<file path="src/rtl/det_pkg.sv">
// det_pkg: shared types and default sizing for the HOG/SVM result stream.
package det_pkg;

    // Default slide-window geometry shared with the classifier.
    localparam int DET_SW_W   = 11;
    localparam int DET_NUM_SW = 1200;

    // Frame accumulator states.
    typedef enum logic [0:0] {
        IDLE = 1'b0,
        SCAN = 1'b1
    } det_state_e;

    // One frame summary as held in the report slot.
    typedef struct packed {
        logic [DET_SW_W:0]   hits;
        logic [DET_SW_W-1:0] first_id;
        logic                person;
        logic                err;
    } det_report_t;

endpackage

</file>
<file path="src/rtl/led_hold_timer.sv">
// led_hold_timer: keeps the LED lit for HOLD_CYC clocks after the last load.
// A hold time of 0 is treated as 1 so that a load always produces a visible pulse.
module led_hold_timer #(
    parameter int HOLD_W   = 25,
    parameter int HOLD_CYC = 25000000
) (
    input  logic clk,
    input  logic rst,
    input  logic i_load,
    output logic o_led
);

    localparam logic [HOLD_W-1:0] LOAD_VAL = (HOLD_CYC == 0) ? HOLD_W'(1) : HOLD_W'(HOLD_CYC);

    logic [HOLD_W-1:0] r_cnt;

    // Reload on request, otherwise count down to zero and stop there.
    always_ff @(posedge clk) begin
        if (rst) begin
            r_cnt <= '0;
        end else if (i_load) begin
            r_cnt <= LOAD_VAL;
        end else if (r_cnt != '0) begin
            r_cnt <= r_cnt - 1'b1;
        end
    end

    assign o_led = (r_cnt != '0);

endmodule

</file>
<file path="src/rtl/det_result_ctrl.sv">
// det_result_ctrl: frame-level controller for the classifier result stream.
// Checks window sequencing, accumulates hits per frame, publishes one summary
// per frame through a single-entry valid/ready slot and drives the person LED.
// Build option DET_LED_IMMEDIATE_EN: when defined, every accepted person beat
// also (re)starts the LED hold, instead of only person frame summaries.
//
// state | meaning
// IDLE  | waiting for a window-0 beat to open a frame
// SCAN  | frame open, accumulating beats until the last window id
module det_result_ctrl
    import det_pkg::*;
#(
    parameter int SW_W     = DET_SW_W,
    parameter int NUM_SW   = DET_NUM_SW,
    parameter int MIN_HITS = 1,
    parameter int HOLD_W   = 25,
    parameter int HOLD_CYC = 25000000
) (
    input  logic            clk,
    input  logic            rst,
    input  logic            i_valid,
    input  logic            i_is_person,
    input  logic [SW_W-1:0] i_sw_id,
    output logic            rpt_valid,
    input  logic            rpt_ready,
    output logic [SW_W:0]   rpt_hits,
    output logic [SW_W-1:0] rpt_first_id,
    output logic            rpt_person,
    output logic            rpt_err,
    output logic            rpt_overrun,
    output logic            led
);

    localparam logic [SW_W-1:0] LAST_ID    = SW_W'(NUM_SW - 1);
    localparam logic [SW_W:0]   HITS_MAX   = '1;
    localparam logic [SW_W:0]   MIN_HITS_C = (SW_W + 1)'(MIN_HITS);

    det_state_e      r_state, w_state_nxt;
    logic [SW_W:0]   r_hits, w_hits_nxt;
    logic [SW_W-1:0] r_first_id, w_first_id_nxt;
    logic            r_has_first, w_has_first_nxt;
    logic            r_err, w_err_nxt;
    logic [SW_W-1:0] r_expected, w_expected_nxt;
    logic            w_take;
    logic            w_end;
    logic            w_person;
    logic            w_led_load;

    det_report_t     r_rpt;
    logic            r_rpt_valid;
    logic            r_overrun;
    logic            w_handshake;

    // Next-state and accumulator update for the current beat.
    // A window-0 beat always (re)opens a frame; in SCAN that means the old
    // frame is abandoned and the new one starts out flagged as erroneous.
    always_comb begin
        w_state_nxt     = r_state;
        w_hits_nxt      = r_hits;
        w_first_id_nxt  = r_first_id;
        w_has_first_nxt = r_has_first;
        w_err_nxt       = r_err;
        w_expected_nxt  = r_expected;
        w_end           = 1'b0;
        w_take          = i_valid && ((r_state == SCAN) || (i_sw_id == '0));

        if (w_take) begin
            if (i_sw_id == '0) begin
                w_hits_nxt      = '0;
                w_first_id_nxt  = '0;
                w_has_first_nxt = 1'b0;
                w_err_nxt       = (r_state == SCAN);
            end else if (i_sw_id != r_expected) begin
                w_err_nxt = 1'b1;
            end

            if (i_is_person && (w_hits_nxt != HITS_MAX)) begin
                w_hits_nxt = w_hits_nxt + 1'b1;
            end
            if (i_is_person && !w_has_first_nxt) begin
                w_first_id_nxt  = i_sw_id;
                w_has_first_nxt = 1'b1;
            end

            w_expected_nxt = i_sw_id + 1'b1;

            if (i_sw_id == LAST_ID) begin
                w_end       = 1'b1;
                w_state_nxt = IDLE;
            end else begin
                w_state_nxt = SCAN;
            end
        end
    end

    assign w_person = (w_hits_nxt >= MIN_HITS_C);

    // State and accumulator registers.
    always_ff @(posedge clk) begin
        if (rst) begin
            r_state     <= IDLE;
            r_hits      <= '0;
            r_first_id  <= '0;
            r_has_first <= 1'b0;
            r_err       <= 1'b0;
            r_expected  <= '0;
        end else begin
            r_state     <= w_state_nxt;
            r_hits      <= w_hits_nxt;
            r_first_id  <= w_first_id_nxt;
            r_has_first <= w_has_first_nxt;
            r_err       <= w_err_nxt;
            r_expected  <= w_expected_nxt;
        end
    end

    assign w_handshake = r_rpt_valid && rpt_ready;

    // Single-entry report slot; a frame end always wins over a handshake.
    always_ff @(posedge clk) begin
        if (rst) begin
            r_rpt       <= '0;
            r_rpt_valid <= 1'b0;
            r_overrun   <= 1'b0;
        end else begin
            if (w_end) begin
                r_rpt.hits     <= (DET_SW_W + 1)'(w_hits_nxt);
                r_rpt.first_id <= DET_SW_W'(w_first_id_nxt);
                r_rpt.person   <= w_person;
                r_rpt.err      <= w_err_nxt;
                r_rpt_valid    <= 1'b1;
            end else if (w_handshake) begin
                r_rpt_valid <= 1'b0;
            end

            if (w_handshake) begin
                r_overrun <= 1'b0;
            end else if (w_end && r_rpt_valid) begin
                r_overrun <= 1'b1;
            end
        end
    end

    // LED hold restarts on person summaries (and optionally on person beats).
`ifdef DET_LED_IMMEDIATE_EN
    assign w_led_load = (w_end && w_person) || (w_take && i_is_person);
`else
    assign w_led_load = w_end && w_person;
`endif

    led_hold_timer #(
        .HOLD_W   (HOLD_W),
        .HOLD_CYC (HOLD_CYC)
    ) u_led_hold_timer (
        .clk    (clk),
        .rst    (rst),
        .i_load (w_led_load),
        .o_led  (led)
    );

    assign rpt_valid    = r_rpt_valid;
    assign rpt_hits     = (SW_W + 1)'(r_rpt.hits);
    assign rpt_first_id = SW_W'(r_rpt.first_id);
    assign rpt_person   = r_rpt.person;
    assign rpt_err      = r_rpt.err;
    assign rpt_overrun  = r_overrun;

endmodule
</file>
<file path="config.mk">
export PLATFORM = sky130hd
export DESIGN_NAME = det_result_ctrl
export DESIGN_NICKNAME = d
export VERILOG_FILES = /design/src/rtl/det_pkg.sv /design/src/rtl/led_hold_timer.sv /design/src/rtl/det_result_ctrl.sv
export SDC_FILE = /design/constraint.sdc
export NUM_CORES = 1
export LEC_CHECK = 0
export CAP_MARGIN = 25
export CELL_PAD_IN_SITES_DETAIL_PLACEMENT = 0
export CELL_PAD_IN_SITES_GLOBAL_PLACEMENT = 2
export CORE_MARGIN = 8
export CORE_UTILIZATION = 25
export CTS_BUF_LIST = sky130_fd_sc_hd__clkbuf_2 sky130_fd_sc_hd__clkbuf_4 sky130_fd_sc_hd__clkbuf_8
export DETAILED_ROUTE_END_ITERATION = 7
export PLACE_DENSITY_LB_ADDON = 0.1
export SYNTH_ARGS = -nofsm -noshare
export SYNTH_HDL_FRONTEND = slang
export SYNTH_SLANG_ARGS = --single-unit
export TNS_END_PERCENT = 30
</file>
<file path="constraint.sdc">
create_clock -name clk -period 7.8 [get_ports clk]
set_input_delay 1.95 -clock clk [delete_from_list [all_inputs] [get_ports clk]]
set_output_delay 1.95 -clock clk [all_outputs]
set_load 0.02 [all_outputs]
</file>
==> summary.json <==
{
  "outcome": {"value": "complete, no violations"},
  "synth_top_cell_by_area": {"value": "sky130_fd_sc_hd__dfxtp_1"},
  "buffer_ports.inserted": {"value": 43},
  "synth-seq-area-share": {"value": 40.6, "unit": "%"},
  "antenna_found_initial": {"value": 0},
  "worst_skew_pair.late_latency": {"value": 0.38, "unit": "ns"},
  "max-clock-path-buffers": {"value": 2},
  "portion_of_total_power_attributed_to_combinational_logic": {"value": 32.5, "unit": "%"},
  "ys_async_sr_fraction": {"value": 0, "unit": "%"},
  "timing.max_cap.violations": {"value": 0},
  "power.switching_fraction": {"value": 37.7, "unit": "%"},
  "netlist_instances": {"value": 521},
  "floorplan.die.height": {"value": 149, "unit": "um"},
  "crit_chain": {"value": "clkdlybuf4s50_1 -> inv_1 -> ha_1 -> nor4b_4 -> nand3_2 -> and2_1 -> ha_1 -> and3_1 -> a41oi_1 -> o211ai_1 -> a21oi_1 -> o2111ai_1 -> o41a_1 -> a2111oi_2"},
  "finalWeightedCongestion": {"value": 0.797},
  "cts_hold_fix_bufs": {"value": 0},
  "dominantRegCellSynth": {"value": "sky130_fd_sc_hd__dfxtp_1"},
  "crit_required": {"value": 8.08, "unit": "ns"},
  "cp_slowest_cell": {"value": "sky130_fd_sc_hd__o41a_1"},
  "gr-usage-met2": {"value": 21.0, "unit": "%"},
  "r2r.worst_path.cells": {"value": 10},
  "track_usage": {"value": 13.1, "unit": "%"},
  "drive_above_1_share": {"value": 8.00, "unit": "%"},
  "drtIter0Drc": {"value": 193},
  "h-tree-depth": {"value": 3},
  "final.min_clock_period": {"value": 6.09, "unit": "ns"},
  "power-per-cell-area": {"value": 255, "unit": "mW/mm^2"},
  "post_synth_num_cell_types": {"value": 55},
  "worst_hold_path_type": {"value": "register to register"},
  "global_route.usage.met3": {"value": 3.25, "unit": "%"},
  "pwr-share-clk": {"value": 24.8, "unit": "%"},
  "count_of_endpoints_failing_setup_in_the_final_report": {"value": 0},
  "report.final.slew_viol_count": {"value": 0},
  "post_layout_net_count": {"value": 565},
  "most_frequent_cp_cell": {"value": "sky130_fd_sc_hd__ha_1"},
  "cellInternalPower": {"value": 0.823, "unit": "mW"},
  "cp_top_family": {"value": "compound AO/OA/AOI/OAI gates"},
  "multiInputGateArea": {"value": 0.00238, "unit": "mm^2"},
  "critical_path.max_fanout": {"value": 13},
  "fillCellCount": {"value": 1836},
  "drt-pass1-iter-count": {"value": 5},
  "synth_edf_count": {"value": 0},
  "critical_path.startpoint_type": {"value": "input pin"},
  "worst_setup_path_category": {"value": "input pin to register"},
  "cts.sinks": {"value": 89},
  "routed_via_density": {"value": 4.92},
  "drt.antenna.violating_nets": {"value": 0},
  "global_route_layer_with_the_greatest_usage": {"value": "met2"},
  "fmax": {"value": 0.164, "unit": "GHz"},
  "worstSetupPathDepth": {"value": 14},
  "die_width": {"value": 149, "unit": "um"},
  "clock_buffers_created_by_tritoncts": {"value": 9},
  "yosys_warnings": {"value": 0},
  "cts.root.buffer_cell": {"value": "sky130_fd_sc_hd__clkbuf_8"},
  "net_switching_component_of_the_power": {"value": 0.499, "unit": "mW"},
  "antenna_cells": {"value": 0},
  "hold_path_depth": {"value": 2},
  "fp.dieArea": {"value": 0.0221, "unit": "mm^2"},
  "buf_inv_stages_crit_path": {"value": 2},
  "vias_in_the_first_global_route": {"value": 3797},
  "rows": {"value": 48},
  "synth_top_cell_area_share": {"value": 40.6, "unit": "%"},
  "synth_top_cells_by_area": {"value": "sky130_fd_sc_hd__dfxtp_1 (41%), sky130_fd_sc_hd__nor2_1 (5.8%), sky130_fd_sc_hd__xnor2_1 (4.8%)"},
  "arrival": {"value": 6.38, "unit": "ns"},
  "setup_repair_after_global_routing_missed_its_margin": {"value": "no"},
  "wire_length_of_the_first_global_routing_pass": {"value": 22600, "unit": "um"},
  "cts_resized": {"value": 0},
  "io_pins": {"value": 44},
  "postSynthRegisterBits": {"value": 89},
  "grt_use_met1": {"value": 16.8, "unit": "%"},
  "clock-skew-final": {"value": 0.0103, "unit": "ns"},
  "post_drt_wl_per_cell": {"value": 17.9, "unit": "um"},
  "routed_wl": {"value": 13900, "unit": "um"},
  "power.leakage": {"value": 1.93, "unit": "nW"},
  "synth_area_per_cell": {"value": 8.43, "unit": "um^2"},
  "cts_tree": {"value": "done"},
  "count_of_endpoints_failing_hold_in_the_final_timing_report": {"value": 0},
  "worst_setup_hold_path_clk_slew": {"value": 0.10, "unit": "ns"},
  "grt_start_max_net_pins": {"value": 58},
  "postSynthNetCount": {"value": 541},
  "routed-via-count": {"value": 3816},
  "sequentialPowerShare": {"value": 42.8, "unit": "%"},
  "drc": {"value": 0},
  "starting_density": {"value": 25.5, "unit": "%"},
  "area_delta_synth_final": {"value": 18.1, "unit": "%"},
  "tns": {"value": 0, "unit": "ns"},
  "ir_worst_vdd": {"value": 0.0979, "unit": "mV"},
  "grt_overflow": {"value": 0},
  "min_period_over_period": {"value": 78.1, "unit": "%"},
  "slowest_delay": {"value": 0.66, "unit": "ns"},
  "worstMarginPinSlew": {"value": 0.893, "unit": "ns"},
  "timing.critical_path.to_type": {"value": "register"},
  "place.detailed.hpwl": {"value": 9850, "unit": "um"},
  "post-cts-setup-buffers": {"value": 0},
  "seq_area": {"value": 0.00178, "unit": "mm^2"},
  "core": {"value": 0.0172, "unit": "mm^2"},
  "slew_headroom": {"value": 40.3, "unit": "%"},
  "power.total": {"value": 1.32, "unit": "mW"},
  "netlist_area": {"value": 0.00439, "unit": "mm^2"}
}
tightest hold or removal path, delay by kind of cell (launching register included):
family             cells  cell delay [ns]
DFF                    1             0.34
and+or+nand+nor        1             0.06
AOI/OAI and AO/OA      1             0.05
cell families (layout without fill, tap and decap cells):
kind of cell	Yosys count	count (layout)	share of synthesized area [%]
AOI/OAI and AO/OA	110	110	17.3
xor gates and xnor gates	47	47	9.38
and+or+nand+nor	216	216	25.8
adders and majority gates	4	4	1.14
DFF	89	89	40.6
buffers and inverters	52	81	5.13
muxes	3	3	0.684
final timing paths:
check / end / slack, ns / from
max: u_led_hold_timer.r_cnt[1] / 1.71 / i_sw_id[0]
min: rpt_hits[4] / 0.49 / rpt_hits[4]
max reg2reg: u_led_hold_timer.r_cnt[1] / 4.26 / r_hits[0]
min reg2reg: rpt_hits[4] / 0.49 / rpt_hits[4]
cells in the mapped netlist, drive strengths merged (12+ instances only):
| library cell | n |
|---|---|
| dfxtp | 89 |
| nor2 | 68 |
| nand2 | 37 |
| a21oi | 34 |
| clkbuf | 27 |
| nor3 | 26 |
| xnor2 | 24 |
| xor2 | 23 |
| and3 | 20 |
| nand3 | 20 |
| a211oi | 19 |
| inv | 14 |
| o21ai | 14 |
| nor4 | 12 |
cells in the final DEF (no fill, tap or decap), drive strengths merged, types with 12 or more instances in the layout:
| cell | Yosys | layout |
|---|---|---|
| dfxtp | 89 | 89 |
| nor2 | 68 | 68 |
| clkdlybuf4s50 | 0 | 42 |
| nand2 | 37 | 37 |
| a21oi | 34 | 34 |
| nor3 | 26 | 26 |
| xnor2 | 24 | 24 |
| xor2 | 23 | 23 |
| and3 | 20 | 20 |
| nand3 | 20 | 20 |
| a211oi | 19 | 19 |
| inv | 14 | 18 |
| o21ai | 14 | 14 |
| nor4 | 12 | 12 |
power by group through the flow:
stage                     Sequential, mW  Clock, mW  Combinational (mW)
after floorplan                    0.560          0               0.348
after global placement             0.575          0               0.432
after detailed placement           0.575          0               0.431
after CTS                          0.565      0.346               0.436
after global routing               0.576      0.363               0.494
final                              0.565      0.327               0.429
registers in the layout, indices dropped and copies added, names as in the netlist:
register / flops
r_expected: 11
rpt_err: 1
r_hits: 12
u_led_hold_timer.r_cnt: 25
rpt_valid: 1
r_err: 1
rpt_person: 1
rpt_overrun: 1
rpt_first_id: 11
r_has_first: 1
r_state: 1
rpt_hits: 12
r_first_id: 11
cell type report:
cell class | count | share of cell area, %
Clock buffer | 9 | 2.39
Multi-Input combinational cell | 380 | 46.0
Clock inverter | 7 | 1.38
Inverter | 14 | 1.01
Tap cell | 225 | 5.43
Timing Repair Buffer | 51 | 9.44
Sequential cell | 89 | 34.4
through the flow:
stage / hold WS (ns) / area (um^2) / instances / setup slack, ns / util (%)
after floorplan: 0.447 / 4390 / 521 / 2.81 / -
after global placement: 0.457 / 4980 / 758 / 1.46 / 28.9
after detailed placement: 0.471 / 4990 / 759 / 1.34 / 28.9
after CTS: 0.487 / 5180 / 775 / 1.75 / 30.1
after global routing: 0.511 / 5180 / 775 / 1.28 / 30.1
final: 0.490 / 5180 / 775 / 1.71 / 30.1
layer usage:
metal  vias up  share of wire [%]
li1       1910                  -
met1      1800                 47
met2        89                 46
met3        17                4.6
met4         0                1.7
met5         -                  0
No activity file was read; power rests on OpenSTA's default activity.
